## src/rtl/raizing_gfx_pkg.sv

```systemverilog
// Shared definitions for the Raizing graphics ROM fetch arbiter.
package raizing_gfx_pkg;

  // Arbiter transaction state.
  typedef enum logic [1:0] {
    ST_IDLE  = 2'd0,
    ST_ISSUE = 2'd1,
    ST_WAIT  = 2'd2,
    ST_DONE  = 2'd3
  } arb_state_e;

  // Arbitration policy selectors.
  localparam int PRIO_RR    = 0;
  localparam int PRIO_FIXED = 1;

  // Default ROM geometry.
  localparam int DEF_AW = 22;
  localparam int DEF_DW = 32;

  // Width of a channel index; a single channel still gets one bit.
  function automatic int idx_w(input int n);
    return (n > 1) ? $clog2(n) : 1;
  endfunction

endpackage

```

## src/rtl/raizing_rr_pick.sv

```systemverilog
// Combinational winner select: round-robin from a pointer, or fixed
// priority with channel 0 highest. Produces a one-hot grant and its index.
module raizing_rr_pick
  import raizing_gfx_pkg::*;
#(
  parameter  int NUM_CH    = 4,
  parameter  int PRIO_MODE = PRIO_RR,
  localparam int IW        = idx_w(NUM_CH)
) (
  input  logic [NUM_CH-1:0] pend_i,
  input  logic [IW-1:0]     ptr_i,
  output logic [NUM_CH-1:0] gnt_o,
  output logic [IW-1:0]     idx_o,
  output logic              any_o
);

  // Scan channels starting at ptr (RR) or at 0 (fixed); first pending wins.
  always_comb begin
    int          j;
    logic [IW-1:0] jj;
    // NOTE: every output gets a default before the loop, so no path leaves
    // a signal unassigned and no latch is inferred.
    gnt_o = '0;
    idx_o = '0;
    any_o = 1'b0;
    j     = 0;
    jj    = '0;
    for (int k = 0; k < NUM_CH; k++) begin
      if (PRIO_MODE == PRIO_FIXED) j = k;
      else                         j = int'(ptr_i) + k;
      if (j >= NUM_CH) j = j - NUM_CH;
      jj = IW'(j);
      if (!any_o && pend_i[jj]) begin
        any_o     = 1'b1;
        gnt_o[jj] = 1'b1;
        idx_o     = jj;
      end
    end
  end

endmodule

```

## src/rtl/raizing_gfx_rom_arb.sv

```systemverilog
// N-channel graphics ROM fetch arbiter with a one-entry hit register per
// channel. Misses are serialised onto a single ROM slot; repeated fetches
// of the same address are answered from the hit register without ROM traffic.
module raizing_gfx_rom_arb
  import raizing_gfx_pkg::*;
#(
  parameter int NUM_CH    = 4,
  parameter int AW        = DEF_AW,
  parameter int DW        = DEF_DW,
  parameter int PRIO_MODE = PRIO_RR,
  parameter int MIN_WAIT  = 1
) (
  input  logic                 CLK,
  input  logic                 RESET_N,
  input  logic [NUM_CH-1:0]    CH_CS,
  input  logic [NUM_CH*AW-1:0] CH_ADDR,
  output logic [NUM_CH-1:0]    CH_OK,
  output logic [NUM_CH*DW-1:0] CH_DOUT,
  output logic                 ROM_CS,
  output logic [AW-1:0]        ROM_ADDR,
  input  logic                 ROM_OK,
  input  logic [DW-1:0]        ROM_DOUT,
  output logic                 BUSY
);

  localparam int         IW        = idx_w(NUM_CH);
  localparam logic [1:0] WAIT_LAST = 2'(MIN_WAIT - 1);

  arb_state_e        state_q, state_d;
  logic [IW-1:0]     gidx_q, gidx_d;
  logic [IW-1:0]     ptr_q, ptr_d;
  logic [AW-1:0]     gaddr_q, gaddr_d;
  logic              rom_cs_q, rom_cs_d;
  logic [1:0]        cnt_q, cnt_d;
  logic              fill;

  logic [AW-1:0]     tag_q  [NUM_CH];
  logic [DW-1:0]     data_q [NUM_CH];
  logic [NUM_CH-1:0] vld_q;

  logic [NUM_CH-1:0] pend;
  logic [NUM_CH-1:0] pick_gnt;
  logic [IW-1:0]     pick_idx;
  logic              pick_any;
  logic [AW-1:0]     sel_addr;

  // Hit compare is combinational so CH_OK drops the cycle the address moves.
  for (genvar i = 0; i < NUM_CH; i++) begin : g_ch
    assign CH_OK[i] = CH_CS[i] & vld_q[i] & (tag_q[i] == CH_ADDR[i*AW +: AW]);
    assign CH_DOUT[i*DW +: DW] = data_q[i];
  end

  assign pend = CH_CS & ~CH_OK;

  raizing_rr_pick #(
    .NUM_CH    (NUM_CH),
    .PRIO_MODE (PRIO_MODE)
  ) u_pick (
    .pend_i (pend),
    .ptr_i  (ptr_q),
    .gnt_o  (pick_gnt),
    .idx_o  (pick_idx),
    .any_o  (pick_any)
  );

  // One-hot AND-OR address mux: non-granted channels are masked, so an X
  // on an idle channel's address never reaches the grant path.
  always_comb begin
    sel_addr = '0;
    for (int i = 0; i < NUM_CH; i++) begin
      sel_addr = sel_addr | ({AW{pick_gnt[i]}} & CH_ADDR[i*AW +: AW]);
    end
  end

  // Next-state and control for the IDLE/ISSUE/WAIT/DONE transaction FSM.
  always_comb begin
    state_d  = state_q;
    gidx_d   = gidx_q;
    gaddr_d  = gaddr_q;
    ptr_d    = ptr_q;
    rom_cs_d = rom_cs_q;
    cnt_d    = cnt_q;
    fill     = 1'b0;
    unique case (state_q)
      ST_IDLE: begin
        if (pick_any) begin
          gidx_d   = pick_idx;
          gaddr_d  = sel_addr;
          rom_cs_d = 1'b1;
          cnt_d    = '0;
          state_d  = ST_ISSUE;
          if (PRIO_MODE == PRIO_RR) begin
            ptr_d = (pick_idx == IW'(NUM_CH - 1)) ? '0 : pick_idx + IW'(1);
          end
        end
      end
      ST_ISSUE: begin
        // ROM_OK is not trusted until CS has been held MIN_WAIT cycles.
        if (cnt_q == WAIT_LAST) state_d = ST_WAIT;
        else                    cnt_d   = cnt_q + 2'd1;
      end
      ST_WAIT: begin
        if (ROM_OK) begin
          fill     = 1'b1;
          rom_cs_d = 1'b0;
          state_d  = ST_DONE;
        end
      end
      ST_DONE: state_d = ST_IDLE;
      default: state_d = ST_IDLE;
    endcase
  end

  // FSM and grant registers.
  always_ff @(posedge CLK or negedge RESET_N) begin
    if (!RESET_N) begin
      state_q  <= ST_IDLE;
      gidx_q   <= '0;
      ptr_q    <= '0;
      gaddr_q  <= '0;
      rom_cs_q <= 1'b0;
      cnt_q    <= '0;
    end else begin
      // NOTE: sequential state uses non-blocking assignment so every
      // register samples the pre-edge values of its neighbours.
      state_q  <= state_d;
      gidx_q   <= gidx_d;
      ptr_q    <= ptr_d;
      gaddr_q  <= gaddr_d;
      rom_cs_q <= rom_cs_d;
      cnt_q    <= cnt_d;
    end
  end

  // Hit registers: filled once per completed ROM transaction, abandoned or not.
  always_ff @(posedge CLK or negedge RESET_N) begin
    if (!RESET_N) begin
      // NOTE: the per-channel tag/data arrays are reset as well, so CH_DOUT
      // reads 0 after reset instead of leftover contents.
      for (int i = 0; i < NUM_CH; i++) begin
        tag_q[i]  <= '0;
        data_q[i] <= '0;
      end
      vld_q <= '0;
    end else if (fill) begin
      tag_q[gidx_q]  <= gaddr_q;
      data_q[gidx_q] <= ROM_DOUT;
      vld_q[gidx_q]  <= 1'b1;
    end
  end

  assign ROM_CS   = rom_cs_q;
  assign ROM_ADDR = gaddr_q;
  assign BUSY     = (state_q != ST_IDLE);

endmodule

```

## config.mk

```make
export PLATFORM = sky130hd
export DESIGN_NAME = raizing_gfx_rom_arb
export DESIGN_NICKNAME = d
export VERILOG_FILES = /design/src/rtl/raizing_gfx_pkg.sv /design/src/rtl/raizing_rr_pick.sv /design/src/rtl/raizing_gfx_rom_arb.sv
export SDC_FILE = /design/constraint.sdc
export NUM_CORES = 1
export LEC_CHECK = 0
export CORE_ASPECT_RATIO = 0.5
export CORE_MARGIN = 4
export CORE_UTILIZATION = 50
export CTS_CLUSTER_DIAMETER = 200
export DETAILED_ROUTE_END_ITERATION = 7
export PLACE_DENSITY = 0.85
export SLEW_MARGIN = 10
export SYNTH_ARGS = -nofsm -noshare
export SYNTH_HDL_FRONTEND = slang
export SYNTH_SLANG_ARGS = --single-unit
export TNS_END_PERCENT = 5
```

## constraint.sdc

```tcl
create_clock -name CLK -period 3.1 [get_ports CLK]
set_input_delay 0.465 -clock CLK [delete_from_list [all_inputs] [get_ports CLK]]
set_output_delay 0.465 -clock CLK [all_outputs]
set_load 0.03 [all_outputs]
```

==> run_summary.xml, run 1 <==
<?xml version="1.0" encoding="UTF-8"?>
<metrics>
  <group name="global_route">
    <metric name="grt_start_max_net_pins" unit="">102</metric>
    <metric name="groute.usage.overall" unit="%">30.2</metric>
    <metric name="number_of_antenna_violations_at_the_first_check_in_global_routing" unit="">0</metric>
    <metric name="globalRoute.totalOverflow" unit="">0</metric>
    <metric name="grt_pass1_wl" unit="µm">61500</metric>
    <metric name="grt_pass1_vias" unit="">10500</metric>
  </group>
  <group name="floorplan">
    <metric name="initial_standard_cell_utilization_of_the_core" unit="%">51.4</metric>
    <metric name="die_height" unit="µm">117</metric>
    <metric name="die-area" unit="mm²">0.0264</metric>
    <metric name="core_area" unit="mm²">0.0231</metric>
    <metric name="dieWidth" unit="µm">226</metric>
    <metric name="floorplan.rows" unit="">39</metric>
    <metric name="boundaryPins" unit="">283</metric>
  </group>
  <group name="setup_path">
    <metric name="worst-r2r-setup-slack" unit="ns">-0.23</metric>
    <metric name="worstPathMaxFanout" unit="">7</metric>
    <metric name="cp_slowest_stage_delay" unit="ns">0.55</metric>
    <metric name="crit_arrival" unit="ns">3.75</metric>
    <metric name="critical_path.reg2reg.startpoint" unit="">tag_q[77]$_DFFE_PN0P_</metric>
    <metric name="critical_path.cell_chain" unit="">clkdlybuf4s50_1 &gt; xor2_1 &gt; nor4_2 &gt; buf_4 &gt; nand4_1 &gt; o21a_1 &gt; mux4_2 &gt; o211ai_2 &gt; a41oi_4 &gt; clkbuf_16 &gt; a222oi_1 &gt; a21oi_1</metric>
    <metric name="cpMaxStageDelayCell" unit="">mux4_2</metric>
    <metric name="timing.critical_path.from_type" unit="">input port</metric>
    <metric name="crit_start" unit="">CH_ADDR[11]</metric>
    <metric name="timing.critical_path.required" unit="ns">3.50</metric>
    <metric name="timing_worst_setup_path_type" unit="">input port to flop</metric>
    <metric name="critPathCaptureType" unit="">flop</metric>
  </group>
  <group name="placement">
    <metric name="gp_congestion" unit="">0.946</metric>
    <metric name="placed_area" unit="mm²">0.0163</metric>
    <metric name="pre_cts_slack" unit="ns">-0.764</metric>
    <metric name="dp_hpwl" unit="µm">28600</metric>
    <metric name="buffers_added_on_ports" unit="">282</metric>
    <metric name="post-place-cells" unit="">1611</metric>
  </group>
  <group name="sta">
    <metric name="final.setup_skew" unit="ns">0.0119</metric>
    <metric name="fin_ws" unit="ns">-0.253</metric>
    <metric name="clock.fmax" unit="GHz">0.298</metric>
    <metric name="final_min_period_over_clock_period" unit="%">108</metric>
    <metric name="accumulated_negative_setup_slack" unit="ns">-3.06</metric>
    <metric name="setup_violations" unit="">22</metric>
    <metric name="final.min_clock_period" unit="ns">3.35</metric>
    <metric name="number_of_hold_slack_violations_in_the_final_timing_report" unit="">0</metric>
    <metric name="slew_headroom" unit="%">46.8</metric>
    <metric name="hold_slack" unit="ns">0.489</metric>
    <metric name="rsz0062_at_grt" unit="">true</metric>
    <metric name="slew_violations" unit="">0</metric>
    <metric name="worst-slew-pin-transition" unit="ns">0.797</metric>
  </group>
  <group name="power_and_ir_drop">
    <metric name="fin_total_pwr" unit="mW">19.7</metric>
    <metric name="p_per_area" unit="mW/mm²">1140</metric>
    <metric name="irDropWorstVdd" unit="mV">0.854</metric>
    <metric name="static-leakage-power" unit="nW">7.35</metric>
  </group>
  <group name="synth">
    <metric name="synth_cell_type_count" unit="">51</metric>
    <metric name="synth.most_common_cell" unit="">dfrtp_1</metric>
    <metric name="sequential_area_share_after_synthesis" unit="%">53.0</metric>
    <metric name="top_cell_type_s_share_of_synthesized_area" unit="%">53.0</metric>
    <metric name="syn_avg_cell_area" unit="µm²">13.0</metric>
    <metric name="synthFlopType" unit="">dfrtp_1</metric>
    <metric name="synth_cells" unit="">914</metric>
    <metric name="synthesis.nets" unit="">1053</metric>
    <metric name="synth.yosys.warnings" unit="">0</metric>
    <metric name="synthArstFlopShare" unit="%">100</metric>
    <metric name="synth_seq_cells" unit="">251</metric>
    <metric name="synth_top_cells_by_area" unit="">dfrtp_1 53%, mux2_2 21%, xor2_1 5.8%, a22oi_1 2.8%, a222oi_1 1.9%</metric>
    <metric name="number_of_synthesized_flops_with_an_enable_pin" unit="">0</metric>
    <metric name="netlist_top_cells_count" unit="">251 x dfrtp_1, 218 x mux2_2, 79 x xor2_1</metric>
    <metric name="mappedNetlistArea" unit="mm²">0.0119</metric>
    <metric name="cell_type_with_the_largest_total_area_after_synthesis" unit="">dfrtp_1</metric>
  </group>
  <group name="drt">
    <metric name="first_pass_iters" unit="">8</metric>
    <metric name="route.vias.total" unit="">10100</metric>
    <metric name="drt-initial-drc-count" unit="">1359</metric>
    <metric name="wl_per_cell" unit="µm">24.8</metric>
    <metric name="remaining_drc_errors" unit="">0</metric>
    <metric name="finalWirelength" unit="µm">41100</metric>
    <metric name="viasPerCell" unit="">6.12</metric>
    <metric name="final_antenna_net_count" unit="">0</metric>
  </group>
  <group name="min_path">
    <metric name="worst_hold_startpoint" unit="">vld_q[0]$_DFFE_PN0P_</metric>
    <metric name="hold_crit_path_type" unit="">flop to flop</metric>
  </group>
  <group name="flow_run">
    <metric name="max_cap_viol_count" unit="">0</metric>
  </group>
  <group name="layout">
    <metric name="finalNonFillerCells" unit="">1657</metric>
    <metric name="num-nets-final" unit="">1472</metric>
    <metric name="share_of_post_route_cells_with_drive_strength_above_1" unit="%">34.2</metric>
    <metric name="fin_util" unit="%">74.5</metric>
    <metric name="fin_area" unit="mm²">0.0172</metric>
    <metric name="syn2layout_area_growth" unit="%">45.0</metric>
  </group>
  <group name="clocking">
    <metric name="worst_skew_pair.late_latency" unit="ns">0.54</metric>
    <metric name="cts_max_level" unit="">1</metric>
    <metric name="cts_root_buffer" unit="">clkbuf_16</metric>
    <metric name="cts_buffer_depth" unit="">3</metric>
    <metric name="tritoncts" unit="">built</metric>
    <metric name="clkTransAtPathRegs" unit="ns">0.06</metric>
    <metric name="tritoncts_num_sinks" unit="">251</metric>
    <metric name="cts_inserted_buffers" unit="">23</metric>
  </group>
  <group name="status">
    <metric name="run_status" unit="">finished, violations left</metric>
    <metric name="violations" unit="">setup timing</metric>
  </group>
</metrics>
[report_power, final]
part           leakage (nW)  total, mW  internal (mW)  switching (mW)
sequential             2.98       6.17           4.91            1.26
combinational          4.00       10.6           4.85            5.80
clock                 0.366       2.86           1.54            1.32
total                  7.35       19.7           11.3            8.38
[layout make-up]
| class | count | area, µm² |
|---|---|---|
| diodes | 1 | 2.50 |
| repair buffers | 440 | 4240 |
| fillers | 1451 | 5890 |
| multi-input cells | 608 | 5510 |
| clock buffers | 27 | 621 |
| flip-flops and latches | 251 | 6280 |
| inverters | 9 | 33.8 |
| clock inverters | 14 | 121 |
| well taps | 307 | 384 |
[kinds of logic after synthesis]
logic type,after synthesis,synth area share [%]
XOR/XNOR,89,6.57
flip-flops,251,53.0
adder cells (fa/ha/maj),12,1.27
multiplexers,221,21.3
buffers and inverters,55,1.93
AO/OA/AOI/OAI,162,10.8
AND/OR/NAND/NOR,124,5.15
[layer usage]
| layer | up-vias | GRT usage (%) | wire length [µm] |
|---|---|---|---|
| met4 | 0 | 11.5 | 1910 |
| met2 | 625 | 52.3 | 20300 |
| met1 | 5078 | 38.3 | 15600 |
| met3 | 171 | 5.96 | 3340 |
| li1 | 4259 | - | - |
| met5 | - | 0 | 0 |
[registers in the layout, summed over array words and instances, names as in the netlist, named ones only]
signal / flops
gidx_q: 2
tag_q: 88
vld_q: 4
CH_DOUT: 128
cnt_q: 2
ROM_CS: 1
state_q: 2
ROM_ADDR: 22
ptr_q: 1
[critical path: cells and delay by family]
family / cells / cell delay [ns]
AO/OA/AOI/OAI: 5 / 1.14
XOR/XNOR: 1 / 0.19
buffers and inverters: 3 / 0.88
multiplexers: 1 / 0.55
AND/OR/NAND/NOR: 2 / 0.51
[placed cells by master (no fill, tap or decap), types with 12 or more instances in the layout]
cell and count:
a222oi_1 22, a21oi_1 24, clkdlybuf4s50_1 273, nand2_1 34
nor2_1 39, a221oi_1 19, a22oi_1 44, buf_12 17
mux2_2 218, clkbuf_16 24, dfrtp_1 251, ha_1 12
xor2_1 75, buf_4 143
[final timing paths]
kind	end	depth (start not counted)
setup / recovery	ROM_ADDR[11]$_DFFE_PN0P_	12
hold / removal	vld_q[0]$_DFFE_PN0P_	1
setup reg to reg	ROM_ADDR[11]$_DFFE_PN0P_	11
hold reg to reg	vld_q[0]$_DFFE_PN0P_	1
max in group asynchronous	tag_q[50]$_DFFE_PN0P_	3
min in group asynchronous	tag_q[65]$_DFFE_PN0P_	2
[repair_timing]
| item | in CTS | in global routing |
|---|---|---|
| endpoints found under the hold margin | 1 | 0 |
| setup endpoints to repair | 25 | 25 |
| hold buffers | 1 | 0 |
| pin swaps | 20 | 27 |
| setup buffers | 0 | 2 |
| gates cloned | 0 | 1 |
| resized for setup | 9 | 17 |
(Power assumes the default switching activity.)
==> inputs of run 2 (changes only) <==
CORE_MARGIN = default   (was 4)
==> run 2 against run 1 <==
The run ends with DRC, setup timing left. Clock-buffer cell count increased by 4. Critical path type unchanged. Maximum frequency grew 5.3%. Highest routed layer is now met5. Largest power group unchanged. Sequential cell count did not move. Critical endpoint is now ROM_ADDR[2]$_DFFE_PN0P_. First-iteration DRC count decreased by 23%. Worst hold slack worse by 0.052 ns.
==> run_summary.xml, run 2 (synthesis gave the netlist of run 1 again) <==
<?xml version="1.0" encoding="UTF-8"?>
<metrics>
  <group name="layout">
    <metric name="antennaDiodeCount" unit="">0</metric>
    <metric name="area_occupied_by_multi_input_gates" unit="mm²">0.00556</metric>
    <metric name="largest_reg_flops" unit="">128</metric>
    <metric name="num-nets-final" unit="">1463</metric>
    <metric name="syn2layout_area_growth" unit="%">45.3</metric>
    <metric name="nFillCells" unit="">1405</metric>
    <metric name="area.sequential" unit="mm²">0.00628</metric>
    <metric name="layout.cells.most_common_list" unit="">276 x clkdlybuf4s50_1, 251 x dfrtp_1, 218 x mux2_2</metric>
    <metric name="finalNonFillerCells" unit="">1649</metric>
    <metric name="layout.cells.most_common" unit="">clkdlybuf4s50_1</metric>
    <metric name="share_of_post_route_cells_with_drive_strength_above_1" unit="%">34.3</metric>
  </group>
  <group name="sta">
    <metric name="final.setup_skew" unit="ns">0.0125</metric>
    <metric name="final.min_clock_period" unit="ns">3.19</metric>
    <metric name="hold_slack" unit="ns">0.437</metric>
    <metric name="number_of_hold_slack_violations_in_the_final_timing_report" unit="">0</metric>
    <metric name="worst-slew-pin-transition" unit="ns">0.774</metric>
    <metric name="clock.fmax" unit="GHz">0.314</metric>
    <metric name="setup_violations" unit="">22</metric>
    <metric name="slew_violations" unit="">0</metric>
    <metric name="final_min_period_over_clock_period" unit="%">103</metric>
    <metric name="slew_headroom" unit="%">48.4</metric>
    <metric name="rsz0062_at_grt" unit="">true</metric>
    <metric name="fin_ws" unit="ns">-0.0853</metric>
  </group>
  <group name="clocking">
    <metric name="post_cts_setup_buffer_count" unit="">0</metric>
    <metric name="cts_root_buffer" unit="">clkbuf_16</metric>
    <metric name="worst_skew_pair.late_latency" unit="ns">0.55</metric>
    <metric name="tritoncts_num_sinks" unit="">251</metric>
    <metric name="cts_max_level" unit="">1</metric>
    <metric name="clkTransAtPathRegs" unit="ns">0.07</metric>
    <metric name="cts_buffer_depth" unit="">3</metric>
    <metric name="tritoncts" unit="">built</metric>
    <metric name="cts_inserted_buffers" unit="">24</metric>
  </group>
  <group name="setup_path">
    <metric name="timing.critical_path.from_type" unit="">input port</metric>
    <metric name="timing_worst_setup_path_type" unit="">input port to flop</metric>
    <metric name="timing.critical_path.required" unit="ns">3.51</metric>
    <metric name="critPathCaptureType" unit="">flop</metric>
    <metric name="crit_arrival" unit="ns">3.60</metric>
    <metric name="worstPathMaxFanout" unit="">9</metric>
  </group>
  <group name="floorplan">
    <metric name="floorplan.rows" unit="">39</metric>
    <metric name="boundaryPins" unit="">283</metric>
    <metric name="die-area" unit="mm²">0.0244</metric>
    <metric name="die_height" unit="µm">111</metric>
    <metric name="dieWidth" unit="µm">220</metric>
    <metric name="initial_standard_cell_utilization_of_the_core" unit="%">51.5</metric>
    <metric name="core_area" unit="mm²">0.0230</metric>
  </group>
  <group name="flow_run">
    <metric name="max_cap_viol_count" unit="">0</metric>
  </group>
  <group name="drt">
    <metric name="first_pass_iters" unit="">8</metric>
    <metric name="route.vias.total" unit="">10000</metric>
    <metric name="finalWirelength" unit="µm">38900</metric>
    <metric name="final_antenna_net_count" unit="">0</metric>
    <metric name="viasPerCell" unit="">6.08</metric>
    <metric name="drt-initial-drc-count" unit="">1043</metric>
    <metric name="remaining_drc_errors" unit="">8</metric>
    <metric name="wl_per_cell" unit="µm">23.6</metric>
  </group>
  <group name="global_route">
    <metric name="grt_pass1_wl" unit="µm">60500</metric>
    <metric name="grt_pass1_vias" unit="">10600</metric>
    <metric name="globalRoute.totalOverflow" unit="">0</metric>
    <metric name="number_of_antenna_violations_at_the_first_check_in_global_routing" unit="">0</metric>
    <metric name="groute.usage.overall" unit="%">32.3</metric>
    <metric name="grt_start_max_net_pins" unit="">98</metric>
  </group>
  <group name="placement">
    <metric name="buffers_added_on_ports" unit="">282</metric>
    <metric name="pre_cts_slack" unit="ns">-0.753</metric>
    <metric name="dp_hpwl" unit="µm">27200</metric>
    <metric name="post-place-cells" unit="">1604</metric>
    <metric name="gp_congestion" unit="">0.949</metric>
  </group>
  <group name="power_and_ir_drop">
    <metric name="static-leakage-power" unit="nW">7.35</metric>
    <metric name="p_per_area" unit="mW/mm²">1150</metric>
    <metric name="irDropWorstVdd" unit="mV">1.04</metric>
  </group>
  <group name="min_path">
    <metric name="hold_crit_path_type" unit="">input port to flop</metric>
  </group>
  <group name="status">
    <metric name="run_status" unit="">finished, violations left</metric>
    <metric name="violations" unit="">DRC, setup timing</metric>
  </group>
</metrics>
run 2: path summary, 6_finish.rpt:
check / start / endpoint / slack, ns / cells past startpoint
setup / recovery: CH_ADDR[21] / ROM_ADDR[2]$_DFFE_PN0P_ / -0.09 / 11
hold / removal: CH_ADDR[3] / ROM_ADDR[3]$_DFFE_PN0P_ / 0.44 / 3
setup reg to reg: tag_q[26]$_DFFE_PN0P_ / ROM_ADDR[2]$_DFFE_PN0P_ / -0.07 / 12
hold reg to reg: vld_q[2]$_DFFE_PN0P_ / vld_q[2]$_DFFE_PN0P_ / 0.48 / 1
max in group asynchronous: RESET_N / tag_q[14]$_DFFE_PN0P_ / 1.72 / 3
min in group asynchronous: RESET_N / CH_DOUT[82]$_DFFE_PN0P_ / 0.53 / 2
run 2: per-layer routing:
layer	track usage (%)	routed length, µm	vias to the layer above	part of all wire, %
met5	0	76	-	0.20
met4	13.6	1990	2	5.1
met3	6.12	3090	171	7.9
met2	53.6	18800	580	48
met1	41.4	15000	5023	39
li1	-	-	4246	-
run 2: report_power, final:
group	internal, mW	switching, mW	total (mW)
combinational	4.76	5.76	10.5
clock	1.86	1.38	3.24
sequential	4.91	1.23	6.13
total	11.5	8.37	19.9
run 2: layout make-up:
type	instances	area share [%]
clock buffer	31	3.81
inverter	9	0.196
multi-input combinational	608	32.3
tap	307	2.23
sequential	251	36.5
timing repair buffer	430	23.8
clock inverter	13	1.23
run 2: through the flow:
step / cell area, µm² / power, mW / util [%] / setup TNS (ns)
2_1_floorplan: 11900 / 11.7 / - / 0
3_3_place_gp: 16100 / 15.8 / 70.1 / -17.58
3_5_place_dp: 16100 / 16.2 / 70.1 / -19.16
4_1_cts: 17100 / 19.6 / 74.3 / -0.247
5_1_grt: 17200 / 20.7 / 74.8 / -3.81
6_report: 17200 / 19.9 / 74.8 / -1.09
run 2: repair_timing:
item	CTS	global route
hold buffers	1	0
gates resized for setup	18	20
endpoints found under the hold margin	85	0
pin swaps	9	7
cloned	0	0
endpoints found under the setup margin	25	24
run 2: worst max-delay path, stage by stage:
cell and delay (ns):
clkdlybuf4s50_1 0.52, xor2_1 0.24, nor4_2 0.43, nand4_2 0.20, o21a_1 0.24, mux4_2 0.53
o211ai_2 0.12, a41oi_2 0.19, buf_4 0.23, a222oi_1 0.30, a21oi_1 0.13
